### config.mk
export PLATFORM = sky130hd
export DESIGN_NAME = fp_operand_sequencer
export DESIGN_NICKNAME = d
export VERILOG_FILES = /design/src/rtl/fp_operand_sequencer.sv
export SDC_FILE = /design/constraint.sdc
export NUM_CORES = 1
export LEC_CHECK = 0
export ABC_AREA = 1
export CAP_MARGIN = 20
export CORE_AREA = 2 2 128 130
export CTS_BUF_LIST = sky130_fd_sc_hd__clkbuf_4 sky130_fd_sc_hd__clkbuf_8 sky130_fd_sc_hd__clkbuf_16
export CTS_CLUSTER_SIZE = 20
export DETAILED_ROUTE_END_ITERATION = 12
export DIE_AREA = 0 0 130 132
export GPL_ROUTABILITY_DRIVEN = 0
export MAX_ROUTING_LAYER = met4
export PLACE_DENSITY = 0.73
export RECOVER_POWER = 100
export SLEW_MARGIN = 10
export SYNTH_ARGS = -nofsm -noshare
export SYNTH_HDL_FRONTEND = slang
export SYNTH_SLANG_ARGS = --single-unit
### constraint.sdc
create_clock -name clk -period 3.8 [get_ports clk]
set_input_delay 0.57 -clock clk [delete_from_list [all_inputs] [get_ports clk]]
set_output_delay 0.57 -clock clk [all_outputs]
set_load 0.03 [all_outputs]
### src/rtl/fp_operand_sequencer.sv
// Button-driven front end for the FP-add demo. It loads two operands byte by byte, hands them to the adder, and shows the sum byte by byte.
// Optional: define FP_CLASS_DISPLAY_EN to add a fifth SHOW step that displays the result's class flags.
module fp_operand_sequencer #(
  parameter int unsigned TIMEOUT_CYCLES = 1000,
  parameter logic [7:0]  ERR_PATTERN    = 8'hEE
) (
  input  logic        clk,
  input  logic        rst,
  input  logic        btn_pulse,
  input  logic [7:0]  sw,
  output logic [31:0] op_a,
  output logic [31:0] op_b,
  output logic        op_valid,
  input  logic        op_ready,
  input  logic        res_valid,
  input  logic [31:0] res,
  output logic [7:0]  led,
  output logic [2:0]  state_o
);

  typedef enum logic [2:0] {
    LOAD_A   = 3'd0,
    LOAD_B   = 3'd1,
    ISSUE    = 3'd2,
    WAIT_RES = 3'd3,
    SHOW     = 3'd4,
    ERROR    = 3'd5
  } state_t;

  localparam logic [19:0] TIMEOUT_LAST = 20'(TIMEOUT_CYCLES - 1);

  state_t      state, state_n;
  logic [2:0]  byte_idx, byte_idx_n;
  logic [31:0] op_a_n, op_b_n, res_q, res_n;
  logic        op_valid_n;
  logic [7:0]  led_n;
  logic [19:0] cnt, cnt_n;

  // Byte i counts from the most significant end.
  function automatic logic [7:0] byte_of(input logic [31:0] w, input logic [1:0] i);
    case (i)
      2'd0:    byte_of = w[31:24];
      2'd1:    byte_of = w[23:16];
      2'd2:    byte_of = w[15:8];
      default: byte_of = w[7:0];
    endcase
  endfunction

  function automatic logic [31:0] put_byte(input logic [31:0] w, input logic [1:0] i,
                                           input logic [7:0] b);
    logic [31:0] r;
    r = w;
    case (i)
      2'd0:    r[31:24] = b;
      2'd1:    r[23:16] = b;
      2'd2:    r[15:8]  = b;
      default: r[7:0]   = b;
    endcase
    return r;
  endfunction

`ifdef FP_CLASS_DISPLAY_EN
  logic [7:0] class_flags;
  always_comb begin
    class_flags = {3'b000, res_q[31],
                   (res_q[30:23] == 8'hFF) && (res_q[22:0] != '0),
                   (res_q[30:23] == 8'hFF) && (res_q[22:0] == '0),
                   (res_q[30:23] == 8'h00) && (res_q[22:0] == '0),
                   (res_q[30:23] == 8'h00) && (res_q[22:0] != '0)};
  end
`endif

  always_comb begin
    // NOTE: every signal gets a default first so no path leaves it unassigned (no latches).
    state_n    = state;
    byte_idx_n = byte_idx;
    op_a_n     = op_a;
    op_b_n     = op_b;
    op_valid_n = op_valid;
    led_n      = led;
    res_n      = res_q;
    cnt_n      = cnt;
    case (state)
      LOAD_A, LOAD_B: if (btn_pulse) begin
        if (state == LOAD_A) op_a_n = put_byte(op_a, byte_idx[1:0], sw);
        else                 op_b_n = put_byte(op_b, byte_idx[1:0], sw);
        led_n = sw;
        if (byte_idx == 3'd3) begin
          byte_idx_n = 3'd0;
          if (state == LOAD_A) state_n = LOAD_B;
          else begin
            state_n    = ISSUE;
            op_valid_n = 1'b1;
          end
        end else begin
          byte_idx_n = byte_idx + 3'd1;
        end
      end
      ISSUE: if (op_valid && op_ready) begin
        op_valid_n = 1'b0;
        cnt_n      = '0;
        state_n    = WAIT_RES;
      end
      WAIT_RES: begin
        cnt_n = cnt + 20'd1;
        if (res_valid) begin
          res_n      = res;
          led_n      = res[31:24];
          byte_idx_n = 3'd1;
          state_n    = SHOW;
        end else if (cnt == TIMEOUT_LAST) begin
          led_n   = ERR_PATTERN;
          state_n = ERROR;
        end
      end
      SHOW: if (btn_pulse) begin
        case (byte_idx)
          3'd1, 3'd2, 3'd3: begin
            led_n      = byte_of(res_q, byte_idx[1:0]);
            byte_idx_n = byte_idx + 3'd1;
          end
`ifdef FP_CLASS_DISPLAY_EN
          3'd4: begin
            led_n      = class_flags;
            byte_idx_n = 3'd5;
          end
`endif
          default: begin
            op_a_n     = '0;
            op_b_n     = '0;
            byte_idx_n = 3'd0;
            led_n      = 8'h00;
            state_n    = LOAD_A;
          end
        endcase
      end
      ERROR: begin
        led_n = ERR_PATTERN;
        if (btn_pulse) begin
          op_a_n     = '0;
          op_b_n     = '0;
          byte_idx_n = 3'd0;
          state_n    = LOAD_A;
        end
      end
      default: state_n = LOAD_A;
    endcase
  end

  always_ff @(posedge clk) begin
    // NOTE: non-blocking assignments so every register samples pre-edge values.
    if (rst) begin
      state    <= LOAD_A;
      byte_idx <= '0;
      op_a     <= '0;
      op_b     <= '0;
      op_valid <= 1'b0;
      led      <= '0;
      res_q    <= '0;
      cnt      <= '0;
    end else begin
      state    <= state_n;
      byte_idx <= byte_idx_n;
      op_a     <= op_a_n;
      op_b     <= op_b_n;
      op_valid <= op_valid_n;
      led      <= led_n;
      res_q    <= res_n;
      cnt      <= cnt_n;
    end
  end

  assign state_o = state;

endmodule

# Yosys cells after proc, flatten, opt, wreduce, memory -nomap -nowiden
# Index checks and enable logic that the tools add are counted.
# word_totals
elab_cells,108
ff_bits,131
output_inout_bits,76
inputBits,45
# op_classes
mux,43
n_reduce_logical,24
n_addsub,2
eq_ne,25
# op_table
operator,n
32-bit two-way mux,7
32-bit case mux with 3 select lines,2
8-bit two-way mux,9
7-bit AND reduction,9
20-bit case mux with 2 select lines,1
3-bit two-way mux,13
8-bit case mux with 4 select lines,1
"2-bit != test, second input constant",13
8-bit case mux with 3 select lines,1
"20-bit by 1-bit adder with 20-bit output, second input constant",1
"20-bit by 10-bit equality test with 1-bit output, second input constant",1
20-bit two-way mux,1
3-bit case mux with 5 select lines,1
"3-bit by 2-bit equality test with 1-bit output, second input constant",4
3-bit case mux with 4 select lines,1
5-bit AND reduction,2
"3-bit by 1-bit equality test with 1-bit output, second input constant",2
"3-bit equality test, second input constant",2
3-bit OR reduction,2
1-bit two-way mux,4
2-bit AND reduction,2
4-bit AND reduction,1
2-bit nonzero test,2
4-bit nonzero test,1
11 further kinds,11

# Longest topological paths before layout
# Gate-level depths: netlist (run 1).
# depth
ltp_word,6
mapped_depth,12
mapped_depth_nobuf,11

# Worst setup path after synthesis (run 1)
# OpenSTA, ideal clock, no wires.
# synth_timing
path_kind,register to register
startpoint,reg byte_idx[0]
endpoint,reg op_b[13]
setup_ns,0.116
path_stages_with_launch,11
t_required_ns,3.684
arrival_time_ns,1.659
n_path_buf,2
synth_period_minus_slack_ns,1.775
path_slack_ns,2.025
path_cell_list,dfxtp_1 inv_1 ha_1 buf_2 o21ai_0 nand2_1 nand2_4 nand4_2 buf_2 o21ai_0 nor2_1
# synth_via
elab_chain_len,4
word_cells_on_any_way,8
classes_between,eq/ne: 6; reduce/logical: 2
# synth_lines
item,line,source
start: declaration,33,"logic [2:0] byte_idx, byte_idx_n;"
start signal: assignment,163,byte_idx <= byte_idx_n;
3-bit by 2-bit equality test with 1-bit output / 3-bit by 1-bit equality test with 1-bit output (equally long branches),117,case (byte_idx)
3-bit OR reduction,117,
2-bit != test (no source line),n/a,
7-bit AND reduction (no source line) *,n/a,
end signal: assignment,165,op_b <= op_b_n;
end: declaration,12,"output logic [31:0] op_b,"
# Mark *: on every way between the ends. The rest lies on a longest branch, timed or not.
# A chain may end at the register's enable or synchronous reset.

==> qor.csv, run 1 <==
stage;metric;value;unit
setup_path;path_depth;5;
route;dr.first_iter.drc_count;654;
setup_path;cp_data_arrival_time;3.23;ns
power_and_ir_drop;p_clk_share;46.5;%
placed_design;dp.cells;1259;
cts;clkTransAtPathRegs;0.06;ns
setup_path;worstReg2RegEnd;op_a[17];
timing;tightest_slew;1.55;ns
setup_path;cp.buffers_inverters;3;
power_and_ir_drop;power.share.switching;26.6;%
route;firstDrtPassIters;6;
cts;cts_resized;0;
yosys;synth_area;6200;sq um
run_status;violations;max-capacitance violations, max-slew violations;
timing;finalSetupTns;0;ns
power_and_ir_drop;intPower;2660;uW
setup_path;endpoint;res_q[16];
setup_path;cp_data_required_time;4.15;ns
placed_design;io_buffers;120;
cts;clk_latency;0.42;ns
yosys;syn_area_per_cell;6.48;sq um
timing;period_needed;2.87;ns
timing;fin_hold_ws;0.439;ns
yosys;synth_cells;957;
setup_path;worstPathMaxFanout;53;
global_routing;grt_pass1_wl;27900;um
yosys;syn_nets;1010;
route;drt-total-wl;17000;um
yosys;yosys-mux-area-fraction;0;%
die;rows;46;
setup_path;ff2ff_path_depth;10;
setup_path;critical_path.top_delay_family;buffers and inverters;
power_and_ir_drop;worst_ir_drop_vdd;0.335;mV
cts;ctsRootBufferMaster;clkbuf_16;
setup_path;path_cells;clkdlybuf4s50_1, inv_1, clkbuf_1, o21ai_0, nor2_1;
worst_hold_path;hp-class;flop to flop;
cts;post-cts-setup-buffers;0;
cts;numCtsBuffers;17;
global_routing;grt_pass1_vias;5632;
setup_path;crit_path_start;rst;
cells_and_area;antenna-diode-count;0;
cells_and_area;num-fill-cells;1553;
die;die-area;17200;sq um
setup_path;crit_type;input pin to flop;
route;wire_per_inst;13.2;um
cts;hold_buffers;0;
yosys;synth_warnings;0;
die;initial_core_util;39.5;%
cells_and_area;layout-drive-gt1-share;4.56;%
timing;finalMaxSlewViolations;54;
run_status;status;finished, violations left;
timing;max_freq;348;MHz
power_and_ir_drop;switching_power;965;uW
yosys;synth_fa_ha_area_share;1.61;%
power_and_ir_drop;p_seq_share;40.1;%
setup_path;slowest_stage;inv_1;
power_and_ir_drop;leakage;0.00371;uW
cells_and_area;syn_to_final_growth;30.2;%
setup_path;reg2reg_setup_slack;1.01;ns
yosys;ys_seq_area_share;42.3;%
cts;cts.sinks;131;
global_routing;grt_max_degree;54;
cells_and_area;layout.nets;1115;
setup_path;worstSetupStartpointType;input pin;
yosys;synth_xor_area_share;0;%
route;drc;0;
cts;cts_tree;done;
cts;cts_buffer_depth;2;
timing;fin_crit_sh;75.6;%
placed_design;dp_hpwl;11700;um
route;vias;6164;
setup_path;reg2reg_from;byte_idx[0];
timing;hold_viol_final;0;
die;io_pins;121;
yosys;ys_seq_elements;131;
yosys;synth-compound-area-share;10.7;%
power_and_ir_drop;power.combinational.fraction;13.4;%
timing;relSlewSlack;-3.67;%
die;coreArea;15700;sq um
setup_path;end_kind;flop;
global_routing;track_usage;21.0;%
die;dieWidth;130;um
route;via_per_inst;4.77;
global_routing;antenna_found_initial;0;
job;max-cap-violations;1;
yosys;post_synth_and_or_nand_nor_area_fraction;35.7;%
yosys;yosysUniqueCellTypes;28;
timing;setup_viol;0;
route;antenna_left;0;
die;die_y;132;um
global_routing;grt-ovfl-total;0;
timing;fin_skew;0.00893;ns
cts;htreeDepth;4;
setup_path;cpPeakStageDelay;1.11;ns
cells_and_area;fin_cells;1291;
yosys;synth_top_family_by_area;simple AND/OR/NAND/NOR gates;
power_and_ir_drop;power_density;449;nW/um^2
timing;rsz0062_at_grt;false;
==> tightest hold or removal path: stages, from the launching register on <==
cell     delay, ns
dfxtp_1       0.30
inv_1         0.04
a21oi_1       0.05
==> how the worst min path moves through the flow <==
stage / from / to / slack, ns / depth (start not counted)
floorplan: res_q[25] / res_q[25] / 0.44 / 2
global placement: op_a[2] / op_a[2] / 0.43 / 2
detailed placement: op_a[4] / op_a[4] / 0.44 / 2
CTS: op_a[3] / op_a[3] / 0.45 / 2
global route: op_a[6] / op_a[6] / 0.45 / 2
finish: op_a[3] / op_a[3] / 0.44 / 2
==> per-layer routing <==
layer  global-route usage [%]  wire length [um]  vias up
met2                     31.6              7800      192
met3                     4.99              1030       22
met4                     5.62               222        0
met1                     28.2              7950     2752
met5                        -                 0        -
li1                         -                 -     3198
==> power groups by stage <==
stage / Clock [uW] / Combinational, uW / Sequential, uW
CTS: 1710 / 510 / 1460
floorplan: 0 / 216 / 1570
global route: 1780 / 532 / 1460
global placement: 0 / 503 / 1490
finish: 1690 / 486 / 1450
detailed placement: 0 / 506 / 1490
==> layout by cell type (no fill, tap or decap) <==
master / n
nor3b_1: 1
bufinv_16: 3
clkbuf_1: 2
buf_4: 2
nand3_1: 64
clkdlybuf4s50_1: 43
nor2_1: 184
nor3_1: 1
inv_1: 107
clkbuf_4: 1
ha_1: 8
dlygate4sd3_1: 77
nand2_4: 1
a21oi_1: 62
clkbuf_16: 17
dfxtp_1: 131
inv_2: 4
nand4_1: 9
a211oi_1: 1
clkinv_4: 1
clkbuf_8: 2
a31oi_1: 2
nor2_2: 4
a22oi_1: 1
nor2_4: 1
inv_6: 1
nand2_1: 267
clkinv_2: 2
clkinvlp_4: 5
o21ai_0: 65
nand2_2: 5
clkinv_1: 1
==> sequential cells by signal, indices dropped and copies added (netlist names) <==
| register | cells |
|---|---|
| byte_idx | 3 |
| state_o | 3 |
| op_a | 32 |
| op_valid | 1 |
| res_q | 32 |
| op_b | 32 |
| cnt | 20 |
| led | 8 |
==> through the flow <==
stage	util [%]	power [uW]	worst slack (ns)	area, sq um
finish	51.4	3630	0.925	8080
global route	51.4	3770	0.655	8080
CTS	51.8	3680	1.43	8140
detailed placement	47.9	1990	1.40	7520
global placement	47.9	1990	1.41	7520
floorplan	-	1790	2.03	6200
==> layout make-up <==
type / count / area [sq um] / share of cell area (%)
Clock inverter: 12 / 155 / 1.92
Timing Repair Buffer: 124 / 1220 / 15.2
Multi-Input combinational cell: 676 / 2920 / 36.2
Sequential cell: 131 / 2620 / 32.5
Tap cell: 216 / 270 / 3.35
Inverter: 112 / 420 / 5.21
Clock buffer: 20 / 460 / 5.70
==> Yosys cell counts (all sizes together) <==
master | count | area, sq um
nand2 | 273 | 1060
nor2 | 189 | 737
dfxtp | 131 | 2620
inv | 110 | 413
o21ai | 65 | 325
nand3 | 64 | 325
a21oi | 62 | 310
buf | 24 | 133
clkbuf | 14 | 52.6
nand4 | 9 | 81.3
ha | 8 | 100
a31oi | 2 | 12.5
clkinv | 2 | 7.51
a211oi | 1 | 7.51
a22oi | 1 | 7.51
nor3 | 1 | 5.00
nor3b | 1 | 7.51
==> cells by family (layout without fill, tap and decap cells) <==
group,after synthesis,count (layout)
AND/OR/NAND/NOR,537,537
buffers and inverters,150,268
AO/OA/AOI/OAI,131,131
flip-flops,131,131
adder cells (fa/ha/maj),8,8
(Power assumes the default switching activity.)
==> inputs of run 2 (changes only) <==
==> constraint.sdc (replaced) <==
create_clock -name clk -period 2.7 [get_ports clk]
set_input_delay 0.405 -clock clk [delete_from_list [all_inputs] [get_ports clk]]
set_output_delay 0.405 -clock clk [all_outputs]
set_load 0.03 [all_outputs]
==> run 2 against run 1 <==
Net effect: the flow now finishes without violations; hold slack improved by 0.0045 ns; largest power group unchanged; combinational power increased by 42%; design area increased by 0.84%; critical endpoint is now op_b[30]; sequential cell count unchanged; count of clock-buffer cells in the layout increased by 3.
==> qor.csv, run 2 (synthesis results as in run 1) <==
stage;metric;value;unit
cells_and_area;layout_common_cells;268 x nand2_1, 184 x nor2_1, 131 x dfxtp_1;
die;dieWidth;130;um
setup_path;worstReg2RegEnd;op_b[30];
cts;htreeDepth;4;
cells_and_area;final_common_cell;nand2_1;
global_routing;grt_pass1_vias;5581;
setup_path;worstPathMaxFanout;16;
cells_and_area;syn_to_final_growth;31.3;%
cells_and_area;antenna-diode-count;0;
die;die_y;132;um
setup_path;critical_path.top_delay_family;simple AND/OR/NAND/NOR gates;
die;io_pins;121;
cts;cts_buffer_depth;2;
worst_hold_path;hold_depth;2;
die;initial_core_util;39.5;%
global_routing;track_usage;21.1;%
cells_and_area;num-fill-cells;1536;
setup_path;path_cells;inv_1, ha_1, o21ai_0, nand2_1, nand2_4, nand4_1, o21ai_0, nor2_1;
setup_path;worstSetupStartpointType;flop;
route;vias;6169;
setup_path;reg2reg_setup_slack;0.33;ns
timing;fin_skew;0.00974;ns
timing;relSlewSlack;35.1;%
setup_path;slowest_stage;nand4_1;
setup_path;cp_data_arrival_time;2.67;ns
die;coreArea;15700;sq um
timing;rsz0062_at_grt;false;
setup_path;cpPeakStageDelay;0.49;ns
run_status;status;completed;
cells_and_area;layout-drive-gt1-share;5.29;%
cts;clk_latency;0.42;ns
cells_and_area;reg_top3;op_a: 32 flops, op_b: 32 flops, res_q: 32 flops;
job;max-cap-violations;0;
timing;period_needed;2.37;ns
setup_path;ff2ff_path_depth;8;
cells_and_area;register_area;2620;sq um
global_routing;grt_pass1_wl;27900;um
timing;tightest_slew;0.973;ns
setup_path;reg2reg_from;byte_idx[0];
die;die-area;17200;sq um
timing;setup_viol;0;
power_and_ir_drop;leakage;0.00376;uW
setup_path;crit_type;flop to flop;
route;via_per_inst;4.77;
setup_path;critPathMostFrequentCell;o21ai_0;
cts;hold_buffers;0;
timing;fin_hold_ws;0.444;ns
cts;numCtsBuffers;17;
timing;max_freq;422;MHz
route;antenna_left;0;
global_routing;grt-ovfl-total;0;
timing;setup_ws;0.329;ns
worst_hold_path;hp-class;flop to flop;
setup_path;cp.buffers_inverters;1;
global_routing;antenna_found_initial;0;
placed_design;dp_hpwl;11900;um
die;rows;46;
timing;finalSetupTns;0;ns
timing;finalMaxSlewViolations;0;
cts;cts.sinks;131;
worst_hold_path;hold_start;op_a[0];
setup_path;cp_data_required_time;3.00;ns
route;firstDrtPassIters;5;
cts;post-cts-setup-buffers;0;
route;drt-total-wl;17200;um
cts;cts_resized;0;
placed_design;io_buffers;120;
route;drc;0;
worst_hold_path;hold_path_end;op_a[0];
route;wire_per_inst;13.3;um
power_and_ir_drop;worst_ir_drop_vdd;0.501;mV
power_and_ir_drop;power_density;641;nW/um^2
setup_path;end_kind;flop;
cts;ctsRootBufferMaster;clkbuf_16;
cts;clkTransAtPathRegs;0.06;ns
cts;cts_tree;done;
placed_design;dp_slack;0.415;ns
global_routing;grt_max_degree;56;
cells_and_area;multiInputGateArea;2950;sq um
timing;hold_viol_final;0;
cells_and_area;layout.nets;1118;
route;dr.first_iter.drc_count;624;
timing;fin_crit_sh;87.8;%
run 2: cell types whose count changed in the layout (fill, tap and decap cells not counted), moves of 2 or more:
cell,previous run,this run
o21ai_1,0,2
nand4_1,9,6
buf_4,2,4
clkbuf_4,1,3
o21ai_0,65,63
clkbuf_2,0,2
nand4_2,0,3
nand2_2,5,3
clkinvlp_4,5,1
run 2: how the worst max path moves through the flow:
stage	start	to	depth (start not counted)
2_1_floorplan	byte_idx[0]	op_b[13]	10
4_1_cts	byte_idx[0]	op_b[4]	6
3_3_place_gp	res_valid	res_q[28]	6
5_1_grt	byte_idx[0]	op_b[31]	8
6_report	byte_idx[0]	op_b[30]	8
3_5_place_dp	res_valid	res_q[27]	6
run 2: power breakdown:
part           switching (uW)  total [uW]  internal, uW
Clock                     832        2480          1640
Combinational             451         691           240
Sequential               46.3        2050          2000
run 2: final cells by class:
cell class / count / area share (%)
tap: 216 / 3.32
inverter: 112 / 5.16
sequential: 131 / 32.2
clock buffer: 23 / 6.01
multi-input combinational: 676 / 36.2
timing repair buffer: 127 / 15.3
clock inverter: 9 / 1.86
run 2: stage by stage:
step | utilization [%] | area, sq um | total power [uW] | std cells
finish | 51.8 | 8140 | 5220 | 1294
global route | 51.8 | 8140 | 5420 | 1294
CTS | 52.1 | 8180 | 5290 | 1294
detailed placement | 48.0 | 7540 | 2810 | 1262
global placement | 48.0 | 7540 | 2800 | 1262
floorplan | - | 6200 | 2510 | 957
run 2: worst min-delay path, stage by stage (launching register included):
cell,delay [ns]
dfxtp_1,0.30
inv_1,0.05
a21oi_1,0.05
run 2: layer usage:
| layer | up-vias | share of wire, % | global-route usage [%] |
|---|---|---|---|
| met5 | - | 0 | - |
| met4 | 0 | 1.7 | 6.63 |
| met3 | 28 | 6.4 | 5.03 |
| met2 | 211 | 46 | 31.9 |
| met1 | 2732 | 46 | 27.7 |
| li1 | 3198 | - | - |
==> inputs of run 3 (changes only) <==
--- a/config.mk
+++ b/config.mk
@@ -8,7 +8,6 @@
 export ABC_AREA = 1
 export CAP_MARGIN = 20
 export CORE_AREA = 2 2 128 130
-export CTS_BUF_LIST = sky130_fd_sc_hd__clkbuf_4 sky130_fd_sc_hd__clkbuf_8 sky130_fd_sc_hd__clkbuf_16
 export CTS_CLUSTER_SIZE = 20
 export DETAILED_ROUTE_END_ITERATION = 12
 export DIE_AREA = 0 0 130 132
==> run 3 against run 2 <==
Net effect: power down 0.35%; highest routed layer unchanged; design area decreased by 0.14%; final cell count stayed put; clock power about the same; critical path depth is the same; critical endpoint unchanged.
==> qor.csv, run 3 (synthesis results as in run 1) <==
stage;metric;value;unit
timing;setup_ws;0.326;ns
timing;setup_viol;0;
die;die-area;17200;sq um
cts;clk_latency;0.42;ns
timing;rsz0062_at_grt;false;
timing;fin_crit_sh;87.9;%
power_and_ir_drop;switching_power;1340;uW
cts;cts_tree;done;
placed_design;dpl_cell_area;7540;sq um
cts;cts.sinks;131;
die;io_pins;121;
route;drt-total-wl;17200;um
cts;numCtsBuffers;17;
timing;finalMaxSlewViolations;0;
route;wire_per_inst;13.3;um
setup_path;cp_data_arrival_time;2.68;ns
global_routing;track_usage;21.0;%
timing;relSlewSlack;36.2;%
cells_and_area;final_common_cell;nand2_1;
power_and_ir_drop;power.combinational.fraction;13.3;%
cts;post-cts-setup-buffers;0;
cells_and_area;post-route-util;51.8;%
timing;max_freq;421;MHz
route;via_per_inst;4.77;
cells_and_area;syn_to_final_growth;31.1;%
setup_path;worstSetupStartpointType;flop;
cts;ctsRootBufferMaster;clkbuf_16;
timing;hold_viol_final;0;
route;vias;6166;
timing;fin_skew;0.00759;ns
cells_and_area;final_area;8130;sq um
die;initial_core_util;39.5;%
route;dr_wl_met3;1020;um
die;dieWidth;130;um
global_routing;antenna_found_initial;0;
worst_hold_path;hp-class;flop to flop;
job;max-cap-violations;0;
route;dr_wl_met2;7810;um
global_routing;grt_pass1_vias;5591;
setup_path;end_kind;flop;
cells_and_area;antenna-diode-count;0;
power_and_ir_drop;p_clk_share;47.3;%
cells_and_area;layout_common_cells;268 x nand2_1, 184 x nor2_1, 131 x dfxtp_1;
timing;period_needed;2.37;ns
setup_path;cp_data_required_time;3.00;ns
placed_design;dp_hpwl;11900;um
placed_design;dp_slack;0.415;ns
run_status;status;completed;
cts;hold_buffers;0;
global_routing;grt_max_degree;56;
power_and_ir_drop;intPower;3860;uW
setup_path;worstPathMaxFanout;16;
setup_path;crit_type;flop to flop;
die;coreArea;15700;sq um
route;antenna_left;0;
route;top_layer;met4;
route;dr.first_iter.drc_count;593;
global_routing;grt_pass1_wl;27900;um
timing;tightest_slew;0.956;ns
power_and_ir_drop;leakage;0.00375;uW
power_and_ir_drop;p_seq_share;39.4;%
route;drc;0;
power_and_ir_drop;worst_ir_drop_vdd;0.544;mV
placed_design;io_buffers;120;
cells_and_area;layout.nets;1118;
cts;htreeDepth;4;
die;rows;46;
cts;cts_buffer_depth;2;
power_and_ir_drop;power.share.switching;25.8;%
cts;cts_resized;0;
power_and_ir_drop;power_density;639;nW/um^2
cells_and_area;layout-drive-gt1-share;5.01;%
cts;clkTransAtPathRegs;0.06;ns
timing;finalSetupTns;0;ns
cells_and_area;reg_top3;op_a: 32 flops, op_b: 32 flops, res_q: 32 flops;
route;wl_met1;8130;um
global_routing;grt-ovfl-total;0;
route;firstDrtPassIters;5;
die;die_y;132;um
timing;fin_hold_ws;0.444;ns
==> run 3: cell counts in the layout (fill, tap and decap cells not counted) <==
No cell type changed its count.
==> run 3: critical path: stages, from the launching register on <==
cell	delay (ns)
dfxtp_1	0.41
inv_1	0.11
ha_1	0.36
o21ai_0	0.21
nand2_1	0.11
nand2_4	0.14
nand4_1	0.49
o21ai_0	0.37
nor2_1	0.06
==> run 3: power by group through the flow <==
stage | registers (uW) | clock network, uW | logic [uW]
6_report | 2050 | 2460 | 692
2_1_floorplan | 2210 | 0 | 304
3_5_place_dp | 2090 | 0 | 716
4_1_cts | 2050 | 2490 | 722
3_3_place_gp | 2090 | 0 | 711
5_1_grt | 2060 | 2580 | 755
==> run 3: path summary, 6_finish.rpt <==
check	startpoint	to	slack [ns]	cells past startpoint
max	byte_idx[0]	op_b[30]	0.33	8
min	op_a[0]	op_a[0]	0.44	2
max reg2reg	byte_idx[0]	op_b[30]	0.33	8
min reg2reg	op_a[0]	op_a[0]	0.44	2
==> run 3: per-layer routing <==
metal / vias to the layer above / track usage [%]
li1: 3190 / -
met1: 2755 / 27.8
met2: 197 / 31.8
met3: 24 / 4.99
met4: 0 / 6.57
met5: - / -
==> run 3: layout make-up <==
type                    count  area, sq um
inverters                 112          420
clock inverters             9          151
fillers                  1539         7580
multi-input cells         676         2950
repair buffers            127         1240
flip-flops and latches    131         2620
well taps                 216          270
clock buffers              23          478
==> run 3: metrics by stage <==
stage	std cells	total power, uW
after detailed placement	1262	2810
after global routing	1294	5390
after global placement	1262	2800
after CTS	1294	5260
after floorplan	957	2510
final	1294	5200
==> edit (config.mk and constraints of run 2) <==
Put one more register stage on the output `led`, without a reset. The value now appears one clock later. The other outputs are not delayed to match.
--- a/src/rtl/fp_operand_sequencer.sv
+++ b/src/rtl/fp_operand_sequencer.sv
@@ -29,4 +29,6 @@
 
   localparam logic [19:0] TIMEOUT_LAST = 20'(TIMEOUT_CYCLES - 1);
+
+  logic [7:0] led_s0;
 
   state_t      state, state_n;
@@ -78,5 +80,5 @@
     op_b_n     = op_b;
     op_valid_n = op_valid;
-    led_n      = led;
+    led_n      = led_s0;
     res_n      = res_q;
     cnt_n      = cnt;
@@ -156,5 +158,5 @@
       op_b     <= '0;
       op_valid <= 1'b0;
-      led      <= '0;
+      led_s0   <= '0;
       res_q    <= '0;
       cnt      <= '0;
@@ -165,5 +167,5 @@
       op_b     <= op_b_n;
       op_valid <= op_valid_n;
-      led      <= led_n;
+      led_s0   <= led_n;
       res_q    <= res_n;
       cnt      <= cnt_n;
@@ -173,4 +175,8 @@
   assign state_o = state;
 
+  always_ff @(posedge clk) begin
+    led <= led_s0;
+  end
+
 endmodule
 
Behaviour: not the same (Yosys sat finds a counterexample within 4 cycles, from zero or initial values and one cycle with rst high).
==> edit against run 2 <==
Synthesized area hardly changed; synthesized cell count is 10% lower; first-iteration DRC count is 35% lower; sequential cell count up 8; final area is 1.3% lower; worst setup slack gained 0.0019 ns; clock power decreased by 10%; wire length shrank 1.6%; power down 4.1%; global-route usage shrank 0.61 points; via count fell by 4.4%; count of clock-buffer cells in the layout is 5 lower; core utilization fell by 0.68 points; sequential power grew 5%.
==> edit: results (changes against run 2) <==
Parameter                              Value

Worst setup path
  Maximum single-stage delay on the critical path    0.42 ns (was 0.49 ns)
  Capture point of the worst reg-to-reg path    op_b[0] (was op_b[30])
  Cell with the largest stage delay on the worst path    sky130_fd_sc_hd__dfxtp_1 (was sky130_fd_sc_hd__nand4_1)
  Critical-path maximum fanout    33 (was 16)
  Cell depth of the worst flop-to-flop path    10 (was 8)
  Data arrival at the endpoint of the critical path    2.65 ns (was 2.67 ns)

Global route
  Total track usage    20.5% (was 21.1%)
  Number of antenna violations at the first check in global routing    0 (unchanged)
  Largest net degree at the start of global routing    75 (was 56)
  Vias in the first global route    5459 (was 5581)
  Global-route wire length before repair    27.1 mm (was 27.9 mm)

Min path
  Worst min path class    flop to flop (unchanged)
  WHS Path Cells    0 (was 2)
  Hold Crit Start    led_s0[7] (was op_a[0])
  Hold-critical path endpoint    led[7] (was op_a[0])

Timing
  Max transition margin    39.7% (was 35.1%)
  Setup skew after layout    0.0111 ns (was 0.00974 ns)

Final layout
  Final net count    1026 (was 1118)
  Ratio of cells with drive above 1 in the final layout    7.40% (was 5.29%)

Synthesis
  Yosys synthesis warning count    0 (unchanged)
  Library cells used by synthesis    34 (was 28)
  Top cells by area, synth    sky130_fd_sc_hd__dfxtp_1 (45%), sky130_fd_sc_hd__nand2_1 (13%), sky130_fd_sc_hd__a21oi_1 (8.1%) (was sky130_fd_sc_hd__dfxtp_1 (42%), sky130_fd_sc_hd__nand2_1 (16%), sky130_fd_sc_hd__nor2_1 (11%))
  Sequential cell area fraction in the yosys report    44.9% (was 42.3%)
  Syn Nets    913 (was 1010)

Power and ir drop
  Leakage    3.43 nW (was 3.76 nW)
  Worst voltage drop across the vdd grid    0.450 mV (was 0.501 mV)

Clock tree
  Clk_lat worst skew    0.42 ns (about the same)

Placement
  Estimated wirelength of the detail-placed design    11.9 mm (about the same)
  Placement-stage cell area    7520 um2 (was 7540 um2)

Routing
  Routed wire per std cell    14.1 um (was 13.3 um)
  Routed via count divided by cell count    4.91 (was 4.77)
  Violation count after the first detailed-routing iteration    403 (was 624)

Run status
  Run status    completed (unchanged)
==> edit: cell count changes after synthesis, sizes merged, moves of 4 or more <==
cell / change
nor2: -68
nand2: -54
a21oi: +42
inv: -38
dfxtp: +8
nor3: +7
nand3: +5
buf: -4
o211a: +4
==> edit: per-stage QoR <==
step	cells	total power, W	hold WS, ns	util [%]	setup WS (ns)
2_1_floorplan	860	0.00261	0.331	-	0.930
3_3_place_gp	1170	0.00285	0.335	47.9	0.494
3_5_place_dp	1170	0.00285	0.339	47.9	0.428
4_1_cts	1202	0.00506	0.353	51.4	0.411
5_1_grt	1202	0.00519	0.357	51.1	0.149
6_report	1202	0.00500	0.350	51.1	0.331
==> edit: where the power goes <==
group	internal, W	switching [W]
logic	0.000215	0.000403
registers	0.00212	0.0000404
clock network	0.00123	0.000995
==> edit: layout make-up <==
| class | count | area (um2) |
|---|---|---|
| fillers | 1566 | 7680 |
| multi-input cells | 612 | 2880 |
| flip-flops and latches | 139 | 2780 |
| repair buffers | 130 | 1260 |
| clock buffers | 18 | 433 |
| inverters | 73 | 279 |
| well taps | 216 | 270 |
| clock inverters | 14 | 125 |
==> edit: per-layer routing <==
| layer | global-route usage [%] | wire length [um] | vias up |
|---|---|---|---|
| met5 | - | 0 | - |
| met4 | 7.65 | 357 | 0 |
| met3 | 4.46 | 799 | 22 |
| met2 | 31.4 | 7870 | 176 |
| met1 | 26.4 | 7910 | 2683 |
| li1 | - | - | 3017 |
==> edit: worst max path at each step <==
| stage | startpoint | end | slack (ns) | cells after the start |
|---|---|---|---|---|
| 2_1_floorplan | byte_idx[0] | op_a[9] | 0.93 | 11 |
| 3_3_place_gp | byte_idx[0] | op_b[3] | 0.49 | 10 |
| 3_5_place_dp | byte_idx[0] | op_b[0] | 0.43 | 10 |
| 4_1_cts | byte_idx[0] | op_b[0] | 0.41 | 10 |
| 5_1_grt | byte_idx[0] | op_b[2] | 0.15 | 10 |
| 6_report | byte_idx[0] | op_b[0] | 0.33 | 10 |
==> edit: cells by family (layout without fill, tap and decap cells) <==
| family | after synthesis | in the layout | share of synthesized area, % |
|---|---|---|---|
| AO/OA/AOI/OAI | 179 | 179 | 15.2 |
| adder cells (fa/ha/maj) | 8 | 8 | 1.61 |
| buffers and inverters | 109 | 235 | 8.05 |
| flip-flops | 139 | 139 | 44.9 |
| AND/OR/NAND/NOR | 425 | 425 | 30.3 |
